`src/rtl/fetch_pkg.sv`:
```
`default_nettype none
// ============================================================================
//  Module      : fetch_pkg
//  Description : Shared types and constants for the instruction fetch block:
//                fetch FSM state encoding, opcode field position and the
//                RISC core opcode values.
//  Revision    : 1.0 - initial release
// ============================================================================
package fetch_pkg;

    // Fetch FSM states
    typedef enum logic [1:0] {
        IDLE   = 2'd0,
        FETCH  = 2'd1,
        VALID  = 2'd2,
        HALTED = 2'd3
    } fetch_state_e;

    // Opcode field location inside an instruction word
    localparam int OP_MSB = 15;
    localparam int OP_LSB = 13;

    // Opcode values
    localparam logic [2:0] OP_ADD  = 3'b000;
    localparam logic [2:0] OP_SUB  = 3'b001;
    localparam logic [2:0] OP_AND  = 3'b010;
    localparam logic [2:0] OP_OR   = 3'b011;
    localparam logic [2:0] OP_NOT  = 3'b100;
    localparam logic [2:0] OP_LDI  = 3'b101;
    localparam logic [2:0] OP_HALT = 3'b111;

endpackage
`default_nettype wire

```
`src/rtl/fetch_controller_if.sv`:
```
`default_nettype none
// ============================================================================
//  Module      : fetch_controller_if
//  Description : Bus between the fetch controller, the instruction memory and
//                the execute FSM.
//                  instr_addr / instr_data : combinational memory read port
//                  ir / ir_pc / ir_valid / ir_ready : instruction handshake
//                  br_valid / br_target : branch redirect from execute
//                master = fetch controller, slave = memory/execute side.
//  Revision    : 1.0 - initial release
// ============================================================================
interface fetch_controller_if #(
    parameter int ADDR_W = 8,
    parameter int DATA_W = 16
);
    logic [ADDR_W-1:0] instr_addr;
    logic [DATA_W-1:0] instr_data;
    logic [DATA_W-1:0] ir;
    logic [ADDR_W-1:0] ir_pc;
    logic              ir_valid;
    logic              ir_ready;
    logic              br_valid;
    logic [ADDR_W-1:0] br_target;

    modport master (
        output instr_addr, ir, ir_pc, ir_valid,
        input  instr_data, ir_ready, br_valid, br_target
    );

    modport slave (
        input  instr_addr, ir, ir_pc, ir_valid,
        output instr_data, ir_ready, br_valid, br_target
    );
endinterface
`default_nettype wire

```
`src/rtl/pc_counter.sv`:
```
`default_nettype none
// ============================================================================
//  Module      : pc_counter
//  Description : Program counter. Loadable, wrapping ADDR_W-bit register.
//                Load has priority over increment; increment wraps modulo
//                2^ADDR_W with no carry out.
//  Ports       : clk, rst      - clock, synchronous active-high reset
//                load_i        - load load_val_i this cycle
//                load_val_i    - value to load
//                inc_i         - increment this cycle
//                pc_o          - current program counter
//  Revision    : 1.0 - initial release
// ============================================================================
module pc_counter #(
    parameter int                ADDR_W    = 8,
    parameter logic [ADDR_W-1:0] RESET_VAL = '0
) (
    input  wire logic              clk,
    input  wire logic              rst,
    input  wire logic              load_i,
    input  wire logic [ADDR_W-1:0] load_val_i,
    input  wire logic              inc_i,
    output logic      [ADDR_W-1:0] pc_o
);

    logic [ADDR_W-1:0] pc_q;
    logic [ADDR_W-1:0] pc_d;

    always_comb begin
        pc_d = pc_q;
        if (load_i) begin
            pc_d = load_val_i;
        end else if (inc_i) begin
            pc_d = pc_q + 1'b1;
        end
    end

    always_ff @(posedge clk) begin
        if (rst) begin
            pc_q <= RESET_VAL;
        end else begin
            pc_q <= pc_d;
        end
    end

    assign pc_o = pc_q;

endmodule
`default_nettype wire

```
`src/rtl/fetch_controller.sv`:
```
`default_nettype none
// ============================================================================
//  Module      : fetch_controller
//  Description : Instruction fetch sequencer. Drives the combinational
//                instruction memory from the PC, registers the returned word
//                into the instruction register, presents it to execute via a
//                valid/ready handshake, accepts branch redirects and stops
//                after a HALT instruction is consumed.
//  Ports       : clk, rst  - clock, synchronous active-high reset
//                start     - begin fetching from RESET_PC (IDLE/HALTED only)
//                halted    - HALT consumed, fetch stopped
//                busy      - FSM in FETCH or VALID
//                bus       - memory port, instruction handshake, redirect
//  Revision    : 1.0 - initial release
// ============================================================================
module fetch_controller
    import fetch_pkg::*;
#(
    parameter int                ADDR_W   = 8,
    parameter int                DATA_W   = 16,
    parameter logic [ADDR_W-1:0] RESET_PC = 8'h00,
    parameter logic [2:0]        HALT_OP  = 3'b111
) (
    input  wire logic           clk,
    input  wire logic           rst,
    input  wire logic           start,
    output logic                halted,
    output logic                busy,
    fetch_controller_if.master  bus
);

    fetch_state_e      state_q, state_d;
    logic [DATA_W-1:0] ir_q, ir_d;
    logic [ADDR_W-1:0] ir_pc_q, ir_pc_d;
    logic [ADDR_W-1:0] pc;
    logic              pc_load;
    logic [ADDR_W-1:0] pc_load_val;
    logic              pc_inc;
    logic              ir_is_halt;

    pc_counter #(
        .ADDR_W    (ADDR_W),
        .RESET_VAL (RESET_PC)
    ) u_pc (
        .clk        (clk),
        .rst        (rst),
        .load_i     (pc_load),
        .load_val_i (pc_load_val),
        .inc_i      (pc_inc),
        .pc_o       (pc)
    );

    assign ir_is_halt = (ir_q[OP_MSB:OP_LSB] == HALT_OP);

    always_comb begin
        state_d     = state_q;
        ir_d        = ir_q;
        ir_pc_d     = ir_pc_q;
        pc_load     = 1'b0;
        pc_load_val = RESET_PC;
        pc_inc      = 1'b0;

        case (state_q)
            IDLE, HALTED: begin
                if (start) begin
                    pc_load = 1'b1;
                    state_d = FETCH;
                end
            end
            FETCH: begin
                if (bus.br_valid) begin
                    pc_load     = 1'b1;
                    pc_load_val = bus.br_target;
                end else begin
                    ir_d    = bus.instr_data;
                    ir_pc_d = pc;
                    pc_inc  = 1'b1;
                    state_d = VALID;
                end
            end
            VALID: begin
                // Redirect wins over a same-cycle consume: the current word
                // is still taken by execute, but the word at pc is dropped.
                if (bus.br_valid) begin
                    pc_load     = 1'b1;
                    pc_load_val = bus.br_target;
                    state_d     = FETCH;
                end else if (bus.ir_ready) begin
                    if (ir_is_halt) begin
                        state_d = HALTED;
                    end else begin
                        ir_d    = bus.instr_data;
                        ir_pc_d = pc;
                        pc_inc  = 1'b1;
                    end
                end
            end
            default: state_d = IDLE;
        endcase
    end

    always_ff @(posedge clk) begin
        if (rst) begin
            state_q <= IDLE;
            ir_q    <= '0;
            ir_pc_q <= '0;
        end else begin
            state_q <= state_d;
            ir_q    <= ir_d;
            ir_pc_q <= ir_pc_d;
        end
    end

    assign bus.instr_addr = pc;
    assign bus.ir         = ir_q;
    assign bus.ir_pc      = ir_pc_q;
    assign bus.ir_valid   = (state_q == VALID);
    assign halted         = (state_q == HALTED);
    assign busy           = (state_q == FETCH) || (state_q == VALID);

endmodule
`default_nettype wire
```
`src/flat_wrapper.sv`:
```
// flat-port wrapper written by rule: the top's interface ports become plain ports
module fetch_controller_flat import fetch_pkg::*;
#(
    parameter int                ADDR_W   = 8,
    parameter int                DATA_W   = 16,
    parameter logic [ADDR_W-1:0] RESET_PC = 8'h00,
    parameter logic [2:0]        HALT_OP  = 3'b111
)
  (clk, rst, start, halted, busy, bus_instr_addr, bus_ir, bus_ir_pc, bus_ir_valid, bus_instr_data, bus_ir_ready, bus_br_valid, bus_br_target);
  fetch_controller_if #(.ADDR_W(ADDR_W), .DATA_W(DATA_W)) bus_i ();
  input  wire logic clk;
  input  wire logic rst;
  input  wire logic start;
  output logic halted;
  output logic busy;
  output wire logic [$bits(bus_i.instr_addr)-1:0] bus_instr_addr;
  output wire logic [$bits(bus_i.ir)-1:0] bus_ir;
  output wire logic [$bits(bus_i.ir_pc)-1:0] bus_ir_pc;
  output wire logic [$bits(bus_i.ir_valid)-1:0] bus_ir_valid;
  input wire logic [$bits(bus_i.instr_data)-1:0] bus_instr_data;
  input wire logic [$bits(bus_i.ir_ready)-1:0] bus_ir_ready;
  input wire logic [$bits(bus_i.br_valid)-1:0] bus_br_valid;
  input wire logic [$bits(bus_i.br_target)-1:0] bus_br_target;
  assign bus_instr_addr = bus_i.instr_addr;
  assign bus_ir = bus_i.ir;
  assign bus_ir_pc = bus_i.ir_pc;
  assign bus_ir_valid = bus_i.ir_valid;
  assign bus_i.instr_data = bus_instr_data;
  assign bus_i.ir_ready = bus_ir_ready;
  assign bus_i.br_valid = bus_br_valid;
  assign bus_i.br_target = bus_br_target;
  fetch_controller #(.ADDR_W(ADDR_W), .DATA_W(DATA_W), .RESET_PC(RESET_PC), .HALT_OP(HALT_OP)) u_core (.clk(clk), .rst(rst), .start(start), .halted(halted), .busy(busy), .bus(bus_i));
endmodule
```
`config.mk`:
```
export PLATFORM = sky130hd
export DESIGN_NAME = fetch_controller_flat
export DESIGN_NICKNAME = d
export VERILOG_FILES = /design/src/rtl/fetch_pkg.sv /design/src/rtl/fetch_controller_if.sv /design/src/rtl/pc_counter.sv /design/src/rtl/fetch_controller.sv /design/src/flat_wrapper.sv
export SDC_FILE = /design/constraint.sdc
export NUM_CORES = 1
export LEC_CHECK = 0
export CAP_MARGIN = 20
export CORE_ASPECT_RATIO = 0.7
export CORE_MARGIN = 2
export CORE_UTILIZATION = 33
export CTS_CLUSTER_DIAMETER = 30
export DETAILED_ROUTE_END_ITERATION = 8
export PLACE_DENSITY = 0.71
export SYNTH_ARGS = -nofsm -noshare
export SYNTH_HDL_FRONTEND = slang
export SYNTH_SLANG_ARGS = --single-unit
```
`constraint.sdc`:
```
create_clock -name clk -period 1.9 [get_ports clk]
set_input_delay 0.57 -clock clk [delete_from_list [all_inputs] [get_ports clk]]
set_output_delay 0.57 -clock clk [all_outputs]
set_load 0.02 [all_outputs]
```
==> results.md, run 1 <==
* Clock H-tree levels at 2
* CP cell instances: clkdlybuf4s50_1
* Post-place setup slack at -237 ps
* Top Usage Layer GRT: met1
* Critical path origin: u_core.bus.ir[15]
* Largest net degree at the start of global routing at 35
* Met1 Resource Use GR at 21.1%
* Grt met3 use at 5.28%
* Switching power at 0.675 mW
* Worst path top cell family by delay: buffers and inverters
* Worst clock skew at ~6.0 ps
* Final Slew Violations at 0
* Top post-synthesis cells by area: dfxtp_1 42%, mux2i_1 15%, nor2_1 6.7%
* R2R Path End: u_core.u_pc.pc_o[6]
* Final hold violations at 0
* Startpoint Class: flop
* Area Growth Syn to Fin at 54.2%
* Buf/Inv on CP at 1
* Critical path depth at 1
* GR Util All Layers at ~15%
* Sw Ratio at 30.5%
* Dominant cell type by area after synthesis: dfxtp_1
* Pwr Total at approximately 2.2 mW
* Min Tclk post-route at roughly 1800 ps
* Drt via density at ~4.6
* Vias in the first global route at 1383
* Clk slew on worst S/H paths at 70 ps
* Post-Syn Nets at ~200
* Comb pwr share at 33.2%
* Peak VDD IR at 0.361 mV
* Period utilization at between 90% and 100%
* FMAX at ~540 MHz
* N_diodes at 0
* Placed Area at approximately 2400 sq um
* Status: complete, no violations
* Finished layout cell area at approximately 2500 sq um
* RSZ-0062 raised after global routing: no
* Slowest cell on the critical path: clkdlybuf4s50_1
* CTS sink count at 34
* Sequential fraction of the synthesis area at 41.6%
* Setup ws final at 53.1 ps
* Cells after Synth at 166
* DIE AREA at 5550 sq um
* DR WL/cell at 12.6 microns
* Port-buffer cells at 63
* Hold slack at just under 500 ps
* Post-CTS Setup Bufs at 0
* Die X at around 88 microns
* # IOs at 64
* Initial DRC Count at 66
* R2R Setup Slk at 140 ps
* Setup violators final at 0
* Routability cong. at 0.759
* CTS buffer count at 5
* CTS tree: yes
* Class of the worst hold path: reg2reg
* Power density over the cells at around 880 nW/um^2
* Share of the synthesized area in the top cell type at 41.6%
* Placed Cells at 303
* Clock Latency Late Sink at 290 ps
* TritonRoute pass-1 iters at 4
* RR Startpoint: u_core.state_q[0]
* Sequential fraction of design power at between 30% and 40%
* DRC viols at 0
* Clock root buffer: clkbuf_8
* CP max stage delay at between 600 and 700 ps
* Fillers at 477
* Cell Area, Synth at 1640 sq um
* Final ANT Viol Nets at 0
* Layout cell share with drive strength beyond 1 at 14.5%
* Data required time of the worst path at 1330 ps
* Distinct cells, synth at 40
* Multi-input gate area at 843 sq um
* Register-to-Register Path Depth at 7
* Worst Setup End Kind: output port
* Internal Power at 1.54 mW
* Routed vias at 1435
* Worst rel slew slack at between 70% and 80%
* Worst Tran Pin Value at 423 ps
* Chip Height at between 60 and 70 microns
* Initial antenna violation count at 0
* Leakage at 1.16 nW
* Initial core utilization at 34.2%
* Post-Route WL at 3.93 mm
* Clk buf depth at 2
* Core box area at 4780 sq um
* Crit path to: bus_ir[15]
* Register area at 681 sq um
* Yosys warns at 0
* Final HPWL DP at 2.84 mm
* Worst Path Arrival at 1280 ps
* Synth Register Bits at 34
* Std cell rows at 21
* Mean area per synthesized cell at 9.86 sq um
* Clock share of power at 29.3%
* Crit path max fanout at 4
* Setup CP Type: reg2out
* Grt total ovfl at 0
* First-pass GRT wire length at 6.43 mm
* Max Cap Viol at 0
* Non-Filler Instances at 311
* Routing usage on met2 at 20.6%
* Nets at 274
stage by stage:
stage / setup TNS (ps) / util [%]
2_1_floorplan: 0 / -
3_3_place_gp: -4510 / 50.6
3_5_place_dp: -6140 / 50.6
4_1_cts: 0 / 52.8
5_1_grt: 0 / 52.8
6_report: 0 / 52.8
worst register-to-register path, delay by kind of cell (launching register included):
| family | cells | cell delay (ps) |
|---|---|---|
| compound gates | 1 | 220 |
| fa+ha+maj | 1 | 280 |
| buf+inv | 2 | 210 |
| flops | 1 | 340 |
| mux | 1 | 360 |
| simple gates | 2 | 290 |
flip-flops by register name, indices dropped and copies added (netlist names):
signal,count
u_core.bus.ir,16
u_core.bus.ir_pc,8
u_core.u_pc.pc_o,8
u_core.state_q,2
power by group through the flow:
stage / clock network (mW) / logic, mW / registers [mW]
floorplan: 0 / 0.346 / 0.937
global placement: 0 / 0.742 / 0.846
detailed placement: 0 / 0.749 / 0.847
CTS: 0.671 / 0.743 / 0.831
global route: 0.712 / 0.794 / 0.841
finish: 0.650 / 0.735 / 0.830
cell families (layout without fill, tap and decap cells):
group | after synthesis | in the layout | synth area share [%]
simple gates | 51 | 51 | 15.5
flops | 34 | 34 | 41.6
compound gates | 32 | 32 | 15.1
mux | 26 | 26 | 16.2
buf+inv | 16 | 92 | 6.88
fa+ha+maj | 4 | 4 | 3.06
xor+xnor | 3 | 3 | 1.61
cell usage in the layout, fill, tap and decap left out, types with 5 or more instances in the layout:
master | netlist | routed
clkbuf_8 | 0 | 5
dlygate4sd2_1 | 0 | 5
mux2i_1 | 24 | 24
dfxtp_1 | 34 | 34
a21oi_1 | 9 | 9
clkdlybuf4s50_1 | 0 | 55
a211oi_1 | 6 | 6
nor2_1 | 29 | 29
buf_4 | 1 | 14
cell usage after synthesis:
cell type,n
o21ai_2,1
a221oi_1,1
o211a_1,1
buf_1,3
buf_6,2
o32a_1,1
a311oi_1,2
ha_1,4
nand3_1,4
mux2i_1,24
a22oi_1,4
inv_1,4
nand3b_4,1
o21a_1,2
a311oi_2,1
buf_4,1
a211oi_1,6
a31oi_1,1
nand4_1,2
nor3_2,1
nand2_1,4
buf_12,2
mux2_2,1
and2_1,1
buf_2,1
dfxtp_1,34
nor2b_1,4
a21oi_1,9
o21ai_0,1
xnor2_1,2
mux2i_2,1
nor2_1,29
a2bb2oi_4,1
clkbuf_1,3
nor3_1,2
o21ai_1,1
xor2_1,1
nand2b_1,1
and3_2,1
nor4_2,1
cell type report:
class | instances | area share [%]
Timing Repair Buffer | 80 | 31.3
Tap cell | 69 | 3.42
Inverter | 4 | 0.595
Clock buffer | 5 | 2.73
Clock inverter | 3 | 1.59
Sequential cell | 34 | 27.0
Multi-Input combinational cell | 116 | 33.4
per-layer routing:
metal | vias to the layer above | routed length [microns]
met2 | 49 | 1550
met5 | - | 0
met1 | 645 | 2050
met3 | 5 | 288
li1 | 736 | -
met4 | 0 | 41
how the worst min path moves through the flow:
stage | slack [ps] | end | from | cells after the start
3_5_place_dp | 490 | u_core.bus.ir[2] | u_core.bus.ir[2] | 2
4_1_cts | 500 | u_core.bus.ir[8] | u_core.bus.ir[8] | 2
3_3_place_gp | 470 | u_core.bus.ir[3] | u_core.bus.ir[3] | 2
5_1_grt | 520 | u_core.bus.ir_pc[7] | u_core.bus.ir_pc[7] | 2
6_report | 490 | u_core.bus.ir[8] | u_core.bus.ir[8] | 2
2_1_floorplan | 510 | u_core.state_q[0] | u_core.state_q[0] | 2
repair_timing:
action	4_1_cts	5_1_grt
setup endpoints to repair	6	3
endpoints found under the hold margin	0	0
resized for setup	8	3
hold buffers	0	0
pin swaps	0	0
Note: power is estimated with default switching activity, not from simulation.
==> run 2, diff against run 1 <==
--- a/constraint.sdc
+++ b/constraint.sdc
@@ -3,2 +3,2 @@
 set_output_delay 0.57 -clock clk [all_outputs]
-set_load 0.02 [all_outputs]
+set_load 0.01 [all_outputs]
==> run 2 against run 1 <==
  * Sequential share of layout area is 0.25 points higher
  * Global-route usage is 0.18 points higher
  * Setup slack better by 27 ps
  * Highest routed layer unchanged
  * Wire length is 2.4% higher
  * Critical endpoint is now bus_instr_addr[7]
==> results.md, run 2 (synthesis results as in run 1) <==
* Setup CP Type: reg2out (unchanged)
* TritonRoute pass-1 iters at 4 (unchanged)
* Worst path top cell family by delay: buffers and inverters (unchanged)
* Min Tclk post-route at 1820 ps (was 1850 ps)
* Fillers at 478 (was 477)
* Register-to-Register Path Depth at 7 (unchanged)
* Post-CTS Setup Bufs at 0 (unchanged)
* Grt met3 use at 5.28% (unchanged)
* CP cell instances: clkdlybuf4s50_1 (unchanged)
* Worst clock skew at 4.85 ps (was 5.96 ps)
* Hold Path Origin: u_core.bus.ir[0] (was u_core.bus.ir[8])
* Port-buffer cells at 63 (unchanged)
* CP max stage delay at 570 ps (was 630 ps)
* Post-Route WL at 4.03 mm (was 3.93 mm)
* Commonest non-fill, non-tap cells in the layout: 59 x clkdlybuf4s50_1, 32 x dfxtp_1, 29 x nor2_1 (was 55 x clkdlybuf4s50_1, 34 x dfxtp_1, 29 x nor2_1)
* Die X at 88.2 microns (unchanged)
* Chip Height at 62.9 microns (unchanged)
* Status: complete, no violations (unchanged)
* Core box area at 4780 sq um (unchanged)
* Crit path max fanout at 5 (was 4)
* Worst Path Arrival at 1250 ps (was 1280 ps)
* Initial antenna violation count at 0 (unchanged)
* Std cell rows at 21 (unchanged)
* First-pass GRT wire length at 6.52 mm (was 6.43 mm)
* Pwr Total at 2.07 mW (was 2.21 mW)
* Buf/Inv on CP at 1 (unchanged)
* Routability cong. at 0.757 (was 0.759)
* Startpoint Class: flop (unchanged)
* Setup violators final at 0 (unchanged)
* Nets at 273 (was 274)
* CTS sink count at 34 (unchanged)
* FMAX at 550 MHz (was 541 MHz)
* Worst rel slew slack at 80.5% (was 71.8%)
* Met1 Resource Use GR at 20.8% (was 21.1%)
* Data required time of the worst path at 1330 ps (about the same)
* Critical path origin: u_core.u_pc.pc_o[7] (was u_core.bus.ir[15])
* Clock root buffer: clkbuf_8 (unchanged)
* Leakage at 1.12 nW (was 1.16 nW)
* Non-Filler Instances at 310 (was 311)
* N_diodes at 0 (unchanged)
* Grt total ovfl at 0 (unchanged)
* Peak VDD IR at 0.374 mV (was 0.361 mV)
* Initial core utilization at 34.2% (unchanged)
* Max reg flops at 16 (unchanged)
* Power density over the cells at 824 nW/um^2 (was 878 nW/um^2)
* Hold-fix buffers, CTS at 0 (unchanged)
* Max Cap Viol at 0 (unchanged)
* Initial DRC Count at 50 (was 66)
* Final Slew Violations at 0 (unchanged)
* CTS buffer count at 5 (unchanged)
* Clock Latency Late Sink at 280 ps (was 290 ps)
* Drt via density at 4.63 (was 4.61)
* Largest net degree at the start of global routing at 35 (unchanged)
* Top Usage Layer GRT: met2 (was met1)
* R2R Path End: u_core.u_pc.pc_o[6] (unchanged)
* Most common cell after layout, fill and taps aside: clkdlybuf4s50_1 (unchanged)
* DRC viols at 0 (unchanged)
* Final ANT Viol Nets at 0 (unchanged)
* CTS tree: yes (unchanged)
* Worst hold stages at 2 (unchanged)
* Clock H-tree levels at 2 (unchanged)
* GR Util All Layers at 15.0% (was 14.8%)
* Worst Tran Pin Value at 293 ps (was 423 ps)
* Worst hold endpoint: u_core.bus.ir[0] (was u_core.bus.ir[8])
* Hold slack at 493 ps (was 494 ps)
* R2R Setup Slk at 130 ps (was 140 ps)
* DR WL/cell at 13.0 microns (was 12.6 microns)
* RR Startpoint: u_core.state_q[0] (unchanged)
* Slowest cell on the critical path: clkdlybuf4s50_1 (unchanged)
* Vias in the first global route at 1433 (was 1383)
* Period utilization at 95.8% (was 97.2%)
* Area Growth Syn to Fin at 53.4% (was 54.2%)
* Placed Cells at 302 (was 303)
* DIE AREA at 5550 sq um (unchanged)
* Worst Setup End Kind: output port (unchanged)
* Clk buf depth at 2 (unchanged)
* Final HPWL DP at 2.85 mm (was 2.84 mm)
* RSZ-0062 raised after global routing: no (unchanged)
* Routing usage on met2 at 22.2% (was 20.6%)
* Layout cell share with drive strength beyond 1 at 15.4% (was 14.5%)
* Final hold violations at 0 (unchanged)
* Class of the worst hold path: reg2reg (unchanged)
* Clk slew on worst S/H paths at 70 ps (about the same)
* # IOs at 64 (unchanged)
* Routed vias at 1436 (was 1435)
## run 2: changes by cell type in the layout (fill, tap and decap cells not counted), sizes merged, moves of 2 or more
cell and delta:
buf -2, clkbuf +3, clkdlybuf4s50 +4, dlygate4sd2 -3
## run 2: cell type report
type                    instances  area [sq um]  share of cell area [%]
multi-input cells             116           851                    33.9
repair buffers                 79           783                    31.2
flip-flops and latches         34           683                    27.2
clock buffers                   7          86.3                    3.44
well taps                      69          86.3                    3.44
inverters                       4          15.0                   0.598
clock inverters                 1          5.00                   0.199
## run 2: worst max-delay path by stage
stage | cells after the start | end
detailed placement | 6 | u_core.u_pc.pc_o[6]
floorplan | 7 | u_core.u_pc.pc_o[6]
CTS | 1 | bus_instr_addr[6]
global placement | 6 | u_core.u_pc.pc_o[6]
global route | 7 | u_core.u_pc.pc_o[6]
finish | 1 | bus_instr_addr[7]
## run 2: where the power goes
part / total [mW] / internal, mW / switching, mW
registers: 0.832 / 0.785 / 0.0479
logic: 0.696 / 0.382 / 0.314
clock network: 0.540 / 0.292 / 0.248
total: 2.07 / 1.46 / 0.610
## run 2: repair_timing
item	CTS	global route
resized for setup	3	7
endpoints found under the setup margin	3	12
pin swaps	0	0
## run 2: metal layers
layer  wire [microns]  part of all wire (%)
met1             2080                    52
met2             1670                    42
met3              256                   6.4
met4               16                  0.40
met5                0                     0
## run 2: per-stage QoR
stage / TNS (ps) / util (%) / setup slack, ps / area (sq um)
floorplan: 0 / - / 206 / 1640
global placement: -4680 / 50.5 / -187 / 2410
detailed placement: -6220 / 50.5 / -226 / 2410
CTS: 0 / 52.3 / 5.07 / 2500
global route: 0 / 52.5 / 3.77 / 2510
finish: 0 / 52.5 / 80.3 / 2510
==> run 3, diff against run 2 <==
MAX_ROUTING_LAYER = met4   (was unset)
==> run 3 against run 2 <==
  * Register-to-register slack hardly changed
  * Sequential share of layout area stayed put
  * Via count stayed put
  * Clock power about the same
  * Worst hold slack unchanged
  * Power barely moved
  * Setup slack did not move
  * Wire length unchanged
==> results.md, run 3 (synthesis results as in run 1) <==
* Worst Setup End Kind: output port (unchanged)
* Placed Area at 2410 sq um (unchanged)
* GR Util All Layers at 15.4% (was 15.0%)
* Met1 Resource Use GR at 20.9% (was 20.8%)
* Initial core utilization at 34.2% (unchanged)
* FMAX at 550 MHz (unchanged)
* Internal Power at 1.46 mW (unchanged)
* Clock share of power at 26.1% (about the same)
* Switching power at 0.610 mW (about the same)
* Status: complete, no violations (unchanged)
* Grt met3 use at 5.15% (was 5.28%)
* RR Startpoint: u_core.state_q[0] (unchanged)
* Clk slew on worst S/H paths at 70 ps (about the same)
* Initial antenna violation count at 0 (unchanged)
* Startpoint Class: flop (unchanged)
* Initial DRC Count at 50 (unchanged)
* TritonRoute pass-1 iters at 4 (unchanged)
* CP max stage delay at 570 ps (about the same)
* Hold Path Origin: u_core.bus.ir[0] (unchanged)
* Post-CTS Setup Bufs at 0 (unchanged)
* Multi-input gate area at 851 sq um (unchanged)
* Chip Height at 62.9 microns (unchanged)
* Worst Tran Pin Value at 293 ps (unchanged)
* Final Slew Violations at 0 (unchanged)
* Register area at 683 sq um (unchanged)
* RSZ-0062 raised after global routing: no (unchanged)
* DRC viols at 0 (unchanged)
* Worst hold stages at 2 (unchanged)
* Post-place setup slack at -226 ps (unchanged)
* Final hold violations at 0 (unchanged)
* Finished layout cell area at 2510 sq um (unchanged)
* Data required time of the worst path at 1330 ps (about the same)
* First-pass GRT wire length at 6.52 mm (unchanged)
* Largest net degree at the start of global routing at 35 (unchanged)
* Routed vias at 1436 (unchanged)
* Setup violators final at 0 (unchanged)
* Grt total ovfl at 0 (unchanged)
* Port-buffer cells at 63 (unchanged)
* Power density over the cells at 824 nW/um^2 (about the same)
* Crit path max fanout at 5 (unchanged)
* Sequential fraction of design power at 40.2% (about the same)
* Max Cap Viol at 0 (unchanged)
* Setup ws final at 80.3 ps (unchanged)
* Die X at 88.2 microns (unchanged)
* Post-CTS Resized at 3 (unchanged)
* Commonest non-fill, non-tap cells in the layout: 59 x clkdlybuf4s50_1, 32 x dfxtp_1, 29 x nor2_1 (unchanged)
* Slowest cell on the critical path: clkdlybuf4s50_1 (unchanged)
* R2R Setup Slk at 130 ps (about the same)
* Final HPWL DP at 2.85 mm (unchanged)
* Worst path top cell family by delay: buffers and inverters (unchanged)
* Leakage at 1.12 nW (unchanged)
* Clock H-tree levels at 2 (unchanged)
* Final ANT Viol Nets at 0 (unchanged)
* Clock root buffer: clkbuf_8 (unchanged)
* Register-to-Register Path Depth at 7 (unchanged)
* Sw Ratio at 29.5% (about the same)
* CTS buffer count at 5 (unchanged)
* Peak VDD IR at 0.374 mV (unchanged)
* Min Tclk post-route at 1820 ps (unchanged)
* Worst rel slew slack at 80.5% (unchanged)
* Hold-fix buffers, CTS at 0 (unchanged)
* Area Growth Syn to Fin at 53.4% (unchanged)
* Nets at 273 (unchanged)
* Routability cong. at 0.767 (was 0.757)
* Fillers at 478 (unchanged)
* # IOs at 64 (unchanged)
* Comb pwr share at 33.6% (about the same)
* Setup CP Type: reg2out (unchanged)
* Core box area at 4780 sq um (unchanged)
* CTS tree: yes (unchanged)
* Most common cell after layout, fill and taps aside: clkdlybuf4s50_1 (unchanged)
* Max reg flops at 16 (unchanged)
* Routing usage on met2 at 22.2% (unchanged)
* Drt via density at 4.63 (unchanged)
* Post-Route WL at 4.03 mm (unchanged)
* DIE AREA at 5550 sq um (unchanged)
* R2R Path End: u_core.u_pc.pc_o[6] (unchanged)
* Top Usage Layer GRT: met2 (unchanged)
* Layout cell share with drive strength beyond 1 at 15.4% (unchanged)
* CTS sink count at 34 (unchanged)
* N_diodes at 0 (unchanged)
* Std cell rows at 21 (unchanged)
* DR WL/cell at 13.0 microns (unchanged)
* Setup tns final at 0 ps (unchanged)
* Clk buf depth at 2 (unchanged)
* Worst clock skew at 4.85 ps (unchanged)
* Finished Core Util at 52.5% (unchanged)
* Clock Latency Late Sink at 280 ps (about the same)
* Period utilization at 95.8% (unchanged)
* Worst hold endpoint: u_core.bus.ir[0] (unchanged)
* Vias in the first global route at 1433 (unchanged)
* Class of the worst hold path: reg2reg (unchanged)
* Buf/Inv on CP at 1 (unchanged)
* Worst Path Arrival at 1250 ps (about the same)
* CP cell instances: clkdlybuf4s50_1 (unchanged)
run 3: cell counts in the layout (fill, tap and decap cells not counted):
Identical to the previous run, type by type.
run 3: power groups by stage:
stage | Sequential [mW] | Clock (mW) | Combinational, mW
2_1_floorplan | 0.889 | 0 | 0.342
3_3_place_gp | 0.846 | 0 | 0.687
3_5_place_dp | 0.847 | 0 | 0.694
4_1_cts | 0.831 | 0.565 | 0.695
5_1_grt | 0.843 | 0.600 | 0.754
6_report | 0.832 | 0.540 | 0.696
run 3: per-layer routing:
metal / vias to the layer above / routed length [microns]
met5: - / 0
met4: 0 / 16
met3: 2 / 250
met2: 40 / 1670
met1: 663 / 2090
li1: 731 / -
run 3: stage by stage:
stage               instances  power (mW)  hold WS, ps
finish                    310        2.07          493
detailed placement        302        1.54          486
CTS                       310        2.09          502
floorplan                 166        1.23          511
global placement          302        1.53          474
global route              310        2.20          521
run 3: worst max path at each step:
stage	startpoint	to	depth (start not counted)
2_1_floorplan	u_core.state_q[0]	u_core.u_pc.pc_o[6]	7
3_3_place_gp	bus_br_valid	u_core.u_pc.pc_o[6]	6
3_5_place_dp	bus_br_valid	u_core.u_pc.pc_o[6]	6
4_1_cts	u_core.u_pc.pc_o[6]	bus_instr_addr[6]	1
5_1_grt	u_core.state_q[0]	u_core.u_pc.pc_o[6]	7
6_report	u_core.u_pc.pc_o[7]	bus_instr_addr[7]	1
run 3: final cells by class:
class                           count  area share, %
Clock buffer                        7           3.44
Multi-Input combinational cell    116           33.9
Sequential cell                    34           27.2
Inverter                            4          0.598
Tap cell                           69           3.44
Clock inverter                      1          0.199
Timing Repair Buffer               79           31.2
